File: config.mk
export PLATFORM = sky130hd
export DESIGN_NAME = spi_master_burst
export DESIGN_NICKNAME = d
export VERILOG_FILES = /design/src/rtl/spi_master_burst.sv
export SDC_FILE = /design/constraint.sdc
export NUM_CORES = 1
export LEC_CHECK = 0
export CAP_MARGIN = 15
export CELL_PAD_IN_SITES_DETAIL_PLACEMENT = 1
export CELL_PAD_IN_SITES_GLOBAL_PLACEMENT = 2
export CORE_UTILIZATION = 35
export CTS_CLUSTER_SIZE = 12
export DETAILED_ROUTE_END_ITERATION = 16
export PLACE_DENSITY_LB_ADDON = 0.1
export SKIP_CTS_REPAIR_TIMING = 1
export SYNTH_ARGS = -nofsm -noshare
export SYNTH_HDL_FRONTEND = slang
export SYNTH_SLANG_ARGS = --single-unit
File: constraint.sdc
create_clock -name clk -period 4.4 [get_ports clk]
set_clock_uncertainty 0.2 [all_clocks]
set_input_delay 0.66 -clock clk [delete_from_list [all_inputs] [get_ports clk]]
set_output_delay 0.66 -clock clk [all_outputs]
set_load 0.05 [all_outputs]
File: src/rtl/spi_master_burst.sv
// Burst SPI master: parametrised word width, one-hot chip selects,
// MSB/LSB-first, CS held across words of a valid/ready stream.
module spi_master_burst #(
  parameter int DATA_W = 8,
  parameter int CS_NUM = 4,
  parameter int CS_W   = 2,
  parameter int DIV_W  = 16
) (
  input  logic              clk,
  input  logic              rst,
  input  logic              cpol_i,
  input  logic              cpha_i,
  input  logic              lsb_first_i,
  input  logic [DIV_W-1:0]  clk_divisor,
  input  logic [CS_W-1:0]   cs_sel,
  input  logic [DATA_W-1:0] tx_data,
  input  logic              tx_last,
  input  logic              tx_valid,
  output logic              tx_ready,
  output logic [DATA_W-1:0] rx_data,
  output logic              rx_valid,
  output logic              rx_last,
  output logic              busy,
  output logic [CS_NUM-1:0] spi_cs_n,
  output logic              spi_sclk,
  output logic              spi_mosi,
  input  logic              spi_miso
);

  localparam int BW   = $clog2(2*DATA_W) + 1;
  localparam int LAST = 2*DATA_W - 1;

  typedef enum logic [2:0] {
    S_IDLE, S_SETUP, S_SHIFT, S_NEXT, S_HOLD, S_GUARD
  } state_t;

  state_t state, state_nx;

  logic              cpol_r, cpha_r, lsb_r, last_r;
  logic [DIV_W-1:0]  div_r, cnt;
  logic [BW-1:0]     bit_cnt;
  logic [DATA_W-1:0] tx_sh, rx_sh, rx_nx, word_in;
  logic              running, tick, hs, load;
  logic              last_edge, sample, drive;
  logic              lsb_sel, cpha_sel;

  function automatic logic [DATA_W-1:0] rev(
    input logic [DATA_W-1:0] d
  );
    logic [DATA_W-1:0] r;
    for (int i = 0; i < DATA_W; i++)
      r[i] = d[DATA_W-1-i];
    return r;
  endfunction

  // Out-of-range selects decode to no active chip select.
  function automatic logic [CS_NUM-1:0] cs_dec(
    input logic [CS_W-1:0] s
  );
    logic [CS_NUM-1:0] r;
    r = '1;
    for (int i = 0; i < CS_NUM; i++)
      if (s == CS_W'(i)) r[i] = 1'b0;
    return r;
  endfunction

  assign running = (state == S_SETUP) ||
                   (state == S_SHIFT) ||
                   (state == S_HOLD)  ||
                   (state == S_GUARD);
  assign tick = running &&
                (cnt == div_r - DIV_W'(1));
  assign hs   = tx_valid && tx_ready;
  assign load = hs && ((state == S_IDLE) ||
                       (state == S_NEXT));

  assign lsb_sel  = (state == S_IDLE) ? lsb_first_i : lsb_r;
  assign cpha_sel = (state == S_IDLE) ? cpha_i : cpha_r;
  assign word_in  = lsb_sel ? rev(tx_data) : tx_data;

  assign last_edge = (state == S_SHIFT) &&
                     (bit_cnt == BW'(LAST));
  // Even edge index is the leading edge.
  assign sample = (bit_cnt[0] == cpha_r);
  assign drive  = !sample && !last_edge;
  assign rx_nx  = sample ?
                  ((rx_sh << 1) | DATA_W'(spi_miso)) :
                  rx_sh;

  always_ff @(posedge clk or posedge rst) begin
    if (rst) state <= S_IDLE;
    else     state <= state_nx;
  end

  always_comb begin
    state_nx = state;
    unique case (state)
      S_IDLE:  if (hs) state_nx = S_SETUP;
      S_NEXT:  if (hs) state_nx = S_SETUP;
      S_SETUP: if (tick) state_nx = S_SHIFT;
      S_SHIFT:
        if (tick && last_edge)
          state_nx = last_r ? S_HOLD : S_NEXT;
      S_HOLD:  if (tick) state_nx = S_GUARD;
      S_GUARD: if (tick) state_nx = S_IDLE;
      default: state_nx = S_IDLE;
    endcase
  end

  always_ff @(posedge clk or posedge rst) begin
    if (rst) begin
      tx_ready <= 1'b0;
      busy     <= 1'b0;
      rx_valid <= 1'b0;
      rx_last  <= 1'b0;
      rx_data  <= '0;
      spi_cs_n <= '1;
      spi_sclk <= 1'b0;
      spi_mosi <= 1'b0;
      cpol_r   <= 1'b0;
      cpha_r   <= 1'b0;
      lsb_r    <= 1'b0;
      last_r   <= 1'b0;
      div_r    <= DIV_W'(1);
      cnt      <= '0;
      bit_cnt  <= '0;
      tx_sh    <= '0;
      rx_sh    <= '0;
    end else begin
      rx_valid <= 1'b0;
      rx_last  <= 1'b0;
      tx_ready <= (state_nx == S_IDLE) ||
                  (state_nx == S_NEXT);
      busy     <= (state_nx != S_IDLE);
      cnt      <= (running && !tick) ?
                  cnt + DIV_W'(1) : '0;

      if (state == S_IDLE) begin
        spi_sclk <= cpol_i;
        spi_cs_n <= '1;
        if (hs) begin
          cpol_r   <= cpol_i;
          cpha_r   <= cpha_i;
          lsb_r    <= lsb_first_i;
          div_r    <= (clk_divisor == '0) ?
                      DIV_W'(1) : clk_divisor;
          spi_cs_n <= cs_dec(cs_sel);
        end
      end

      if (state == S_NEXT)
        spi_sclk <= cpol_r;

      if (load) begin
        last_r  <= tx_last;
        bit_cnt <= '0;
        rx_sh   <= '0;
        if (cpha_sel) begin
          tx_sh <= word_in;
        end else begin
          spi_mosi <= word_in[DATA_W-1];
          tx_sh    <= word_in << 1;
        end
      end

      if ((state == S_SHIFT) && tick) begin
        spi_sclk <= ~spi_sclk;
        bit_cnt  <= bit_cnt + BW'(1);
        rx_sh    <= rx_nx;
        if (drive) begin
          spi_mosi <= tx_sh[DATA_W-1];
          tx_sh    <= tx_sh << 1;
        end
        if (last_edge) begin
          rx_valid <= 1'b1;
          rx_last  <= last_r;
          rx_data  <= lsb_r ? rev(rx_nx) : rx_nx;
        end
      end

      if ((state == S_HOLD) && tick)
        spi_cs_n <= '1;
    end
  end

endmodule

==> impl_table.tex <==
\begin{tabular}{lr}
\hline
Metric & Value \\
\hline
\multicolumn{2}{l}{\textbf{Routing}} \\
DR WL/cell & 16.37 µm \\
Per-cell via count in the routed design & 5.113 \\
Aggregate routed wire length & roughly 11,000 µm \\
Starting DRT DRC Count & slightly above 100 \\
Detailed-routing iteration count for the pre-antenna-repair pass & 4 \\
DRC errors left & 0 \\
Total number of vias & 3,523 \\
ANT nets after route & 0 \\
\multicolumn{2}{l}{\textbf{STA}} \\
Unrepaired setup endpoints after global routing & false \\
Count of endpoints failing hold in the final timing report & 0 \\
Top achievable clock speed & 0.2896 GHz \\
Final count of negative-setup-slack endpoints & 0 \\
Sum of negative setup slack & 0 ns \\
Slew Limit Fails & 0 \\
Pin slew with the least headroom to its limit & between 0.9 and 1 ns \\
Clock period minus final worst setup slack & 3.453 ns \\
Slew margin rel. & 0.3805 \\
Final worst-path cycle share & 0.7848 \\
\multicolumn{2}{l}{\textbf{Finish}} \\
Final nets & about 560 \\
Register area & 1958 µm² \\
Utilization of the core after routing & 0.4446 \\
Cell Count, Final, Fillers Out & 689 \\
Fraction of final layout cells sized beyond drive strength 1 & 0.1190 \\
FILL cells & 1,426 \\
Growth of design area from synthesis to finish & 21.64\% \\
Antenna diodes & 0 \\
Total area of multi-input combinational cells & 2351 µm² \\
\multicolumn{2}{l}{\textbf{Clock network}} \\
TritonCTS clock tree & done \\
Number of buffers between clock root and the deepest sink & 2 \\
Buffer cell driving the clock tree root & sky130\_fd\_sc\_hd\_\_clkbuf\_16 \\
Number of buffers created by CTS & 9 \\
Clk sinks & 78 \\
Clock Latency Late Sink & 0.34 ns \\
Clock transition at the registers of the reported paths & roughly 0.06 ns \\
Max H-tree Level & 3 \\
\multicolumn{2}{l}{\textbf{Global routing}} \\
GRT Total Usage & 0.1896 \\
Congestion Overflow GR & 0 \\
Via count of the first global-routing pass & 3,747 \\
Pin count of the biggest net entering global routing & 40 \\
Global-route wire length before repair & 19,110 µm \\
Initial antenna violation count & 0 \\
\multicolumn{2}{l}{\textbf{Synth}} \\
Synthesized area per cell & 9.476 µm² \\
Synthesized flop and latch total & 78 \\
Synth top area cells & sky130\_fd\_sc\_hd\_\_dfrtp\_1, sky130\_fd\_sc\_hd\_\_nand2\_1, sky130\_fd\_sc\_hd\_\_xnor2\_1 \\
Cell accounting for the most synthesized area & sky130\_fd\_sc\_hd\_\_dfrtp\_1 \\
Count leader, synth & sky130\_fd\_sc\_hd\_\_nand2\_1 \\
Sequential-to-total area share from yosys stat & 0.4387 \\
Number of warnings issued by yosys & 0 \\
Ranking of synthesized cells by instance count & sky130\_fd\_sc\_hd\_\_nand2\_1, sky130\_fd\_sc\_hd\_\_dfrtp\_1, sky130\_fd\_sc\_hd\_\_nor2\_1 \\
Post-synthesis net count & 509 \\
Number of distinct library cell variants in the gate-level netlist after synthesis & 62 \\
Most used DFF post-synth & sky130\_fd\_sc\_hd\_\_dfrtp\_1 \\
Post-Syn Area & 4463 µm² \\
Area fraction of the dominant cell type after synthesis & 0.4093 \\
Async SR Flop Fraction & 1.000 \\
Number of enable flip-flop cells after synthesis & 0 \\
Synthesized netlist cell count & 471 \\
\multicolumn{2}{l}{\textbf{Floorplan}} \\
Num ports & 52 \\
Initial core utilization & 0.3655 \\
DIE WIDTH & 114.9 µm \\
Die area & 13,210 µm² \\
Cell row count & 40 \\
Height of the chip & 114.9 µm \\
Floorplan Core Area & 12,210 µm² \\
\multicolumn{2}{l}{\textbf{Worst setup path}} \\
Worst endpoint required time & 4.43 ns \\
Critical path endpoint category & register \\
Arr. time, crit path & about 3.5 ns \\
Worst setup SP type & register \\
R2R depth & 8 \\
Maximum fanout count along the critical path & 14 \\
Critical Setup Path Class & reg -> reg \\
\multicolumn{2}{l}{\textbf{Placed design}} \\
Detailed placement HPWL & between 8000 and 9000 µm \\
Placed instance count & 674 \\
IO Port Bufs & 51 \\
Global placer's final weighted congestion & between 0.7 and 0.8 \\
\multicolumn{2}{l}{\textbf{Power and ir drop}} \\
VDD IR-drop max & 0.2486 mV \\
Cell leakage power & 2.350 nW \\
Pwr per Cell Area & 616.2 nW/µm² \\
\multicolumn{2}{l}{\textbf{Hold path}} \\
Worst Hold Depth & 2 \\
Type of the tightest min-delay check & reg -> reg \\
\multicolumn{2}{l}{\textbf{Run status}} \\
Run status & complete, no violations \\
\multicolumn{2}{l}{\textbf{Run}} \\
Max-cap violations & 0 \\
\hline
\end{tabular}
==> worst max-delay path, stage by stage, from the launching register on <==
cell and delay (ns):
sky130_fd_sc_hd__dfrtp_1 0.43, sky130_fd_sc_hd__inv_1 0.10, sky130_fd_sc_hd__ha_1 0.27, sky130_fd_sc_hd__or3b_1 0.39
sky130_fd_sc_hd__or4_1 0.53, sky130_fd_sc_hd__nand3_1 0.13, sky130_fd_sc_hd__nand4_1 0.22, sky130_fd_sc_hd__or4_1 0.71
sky130_fd_sc_hd__mux2_2 0.36
==> state kept, by name (all words and copies together), names as in the netlist, 3 cells and up <==
name	count
cnt	16
div_r	16
rx_data	8
rx_sh	8
tx_sh	8
bit_cnt	5
spi_cs_n	4
state	3
==> final timing paths <==
path	end	slack (ns)	from
max in group asynchronous	div_r[0]	2.43	rst
hold / removal	cpol_r	0.28	cpol_r
hold reg to reg	cpol_r	0.28	cpol_r
setup / recovery	rx_data[3]	0.95	div_r[1]
min in group asynchronous	rx_sh[4]	0.60	rst
setup reg to reg	rx_data[3]	0.95	div_r[1]
==> placed cells by master (no fill, tap or decap), types with 2 or more instances in the layout <==
cell | Yosys | routed
sky130_fd_sc_hd__a31oi_1 | 3 | 3
sky130_fd_sc_hd__buf_4 | 1 | 8
sky130_fd_sc_hd__dfrtp_1 | 73 | 73
sky130_fd_sc_hd__nor4_1 | 5 | 5
sky130_fd_sc_hd__o32ai_1 | 2 | 2
sky130_fd_sc_hd__mux2i_1 | 19 | 19
sky130_fd_sc_hd__inv_1 | 13 | 12
sky130_fd_sc_hd__clkinv_2 | 0 | 2
sky130_fd_sc_hd__nor3_1 | 8 | 8
sky130_fd_sc_hd__and2_1 | 4 | 4
sky130_fd_sc_hd__and3_1 | 8 | 8
sky130_fd_sc_hd__nand3_1 | 28 | 28
sky130_fd_sc_hd__dfstp_2 | 5 | 5
sky130_fd_sc_hd__nor2_1 | 35 | 35
sky130_fd_sc_hd__or3b_1 | 2 | 2
sky130_fd_sc_hd__o21ai_0 | 26 | 26
sky130_fd_sc_hd__mux2_2 | 17 | 17
sky130_fd_sc_hd__xor2_1 | 12 | 12
sky130_fd_sc_hd__a221oi_1 | 2 | 2
sky130_fd_sc_hd__nor4_4 | 2 | 2
sky130_fd_sc_hd__o21ai_1 | 5 | 5
sky130_fd_sc_hd__or4_1 | 3 | 3
sky130_fd_sc_hd__o22ai_1 | 2 | 2
sky130_fd_sc_hd__mux2_4 | 8 | 8
sky130_fd_sc_hd__nor2b_1 | 3 | 3
sky130_fd_sc_hd__a21oi_1 | 9 | 9
sky130_fd_sc_hd__nand2_1 | 83 | 83
sky130_fd_sc_hd__a21o_1 | 3 | 3
sky130_fd_sc_hd__o2bb2ai_1 | 2 | 2
sky130_fd_sc_hd__or4b_1 | 2 | 2
sky130_fd_sc_hd__nand4_1 | 4 | 4
sky130_fd_sc_hd__clkbuf_16 | 0 | 9
sky130_fd_sc_hd__or3_1 | 2 | 2
sky130_fd_sc_hd__xnor2_1 | 27 | 27
sky130_fd_sc_hd__nor3_2 | 2 | 2
sky130_fd_sc_hd__ha_1 | 4 | 4
sky130_fd_sc_hd__clkdlybuf4s50_1 | 0 | 51
==> layer usage <==
layer  vias to the layer above  track usage  share of wire
li1                       1734            -              -
met1                      1727       0.2641           0.50
met2                        50       0.2888           0.45
met3                        12      0.03637          0.029
met4                         0      0.07792          0.016
met5                         -            0              0
==> logic make-up (layout without fill, tap and decap cells) <==
logic type	after synthesis	in the layout	synth area share
simple gates	202	202	0.2316
flops	78	78	0.4387
compound gates	66	66	0.09252
mux	45	45	0.1149
xor+xnor	39	39	0.07654
buf+inv	37	87	0.03448
fa+ha+maj	4	4	0.01121
==> report_power, final <==
part	total (W)	leakage (nW)	switching, W	internal [W]
Clock	0.000736	0.141	0.000286	0.000449
Combinational	0.00137	1.21	0.000730	0.000643
Sequential	0.00124	0.999	0.000296	0.000941
==> area by class of cell <==
type                    count  area share
clock buffers              11     0.04471
clock inverters             4    0.008758
inverters                  13    0.008988
multi-input cells         356      0.4330
flip-flops and latches     78      0.3607
well taps                 168     0.03872
repair buffers             59      0.1051
==> per-stage QoR <==
stage               hold WS (ns)  power, W  area, µm²  setup WS [ns]
global route              0.3114  0.003595       5429         0.7412
finish                    0.2801  0.003345       5429         0.9467
detailed placement        0.2734  0.002623       5139         0.9534
floorplan                 0.2465  0.002241       4463          1.273
global placement          0.2604  0.002578       5139          1.070
CTS                       0.2874  0.003392       5429         0.9295
No activity file was read; power rests on OpenSTA's default activity.
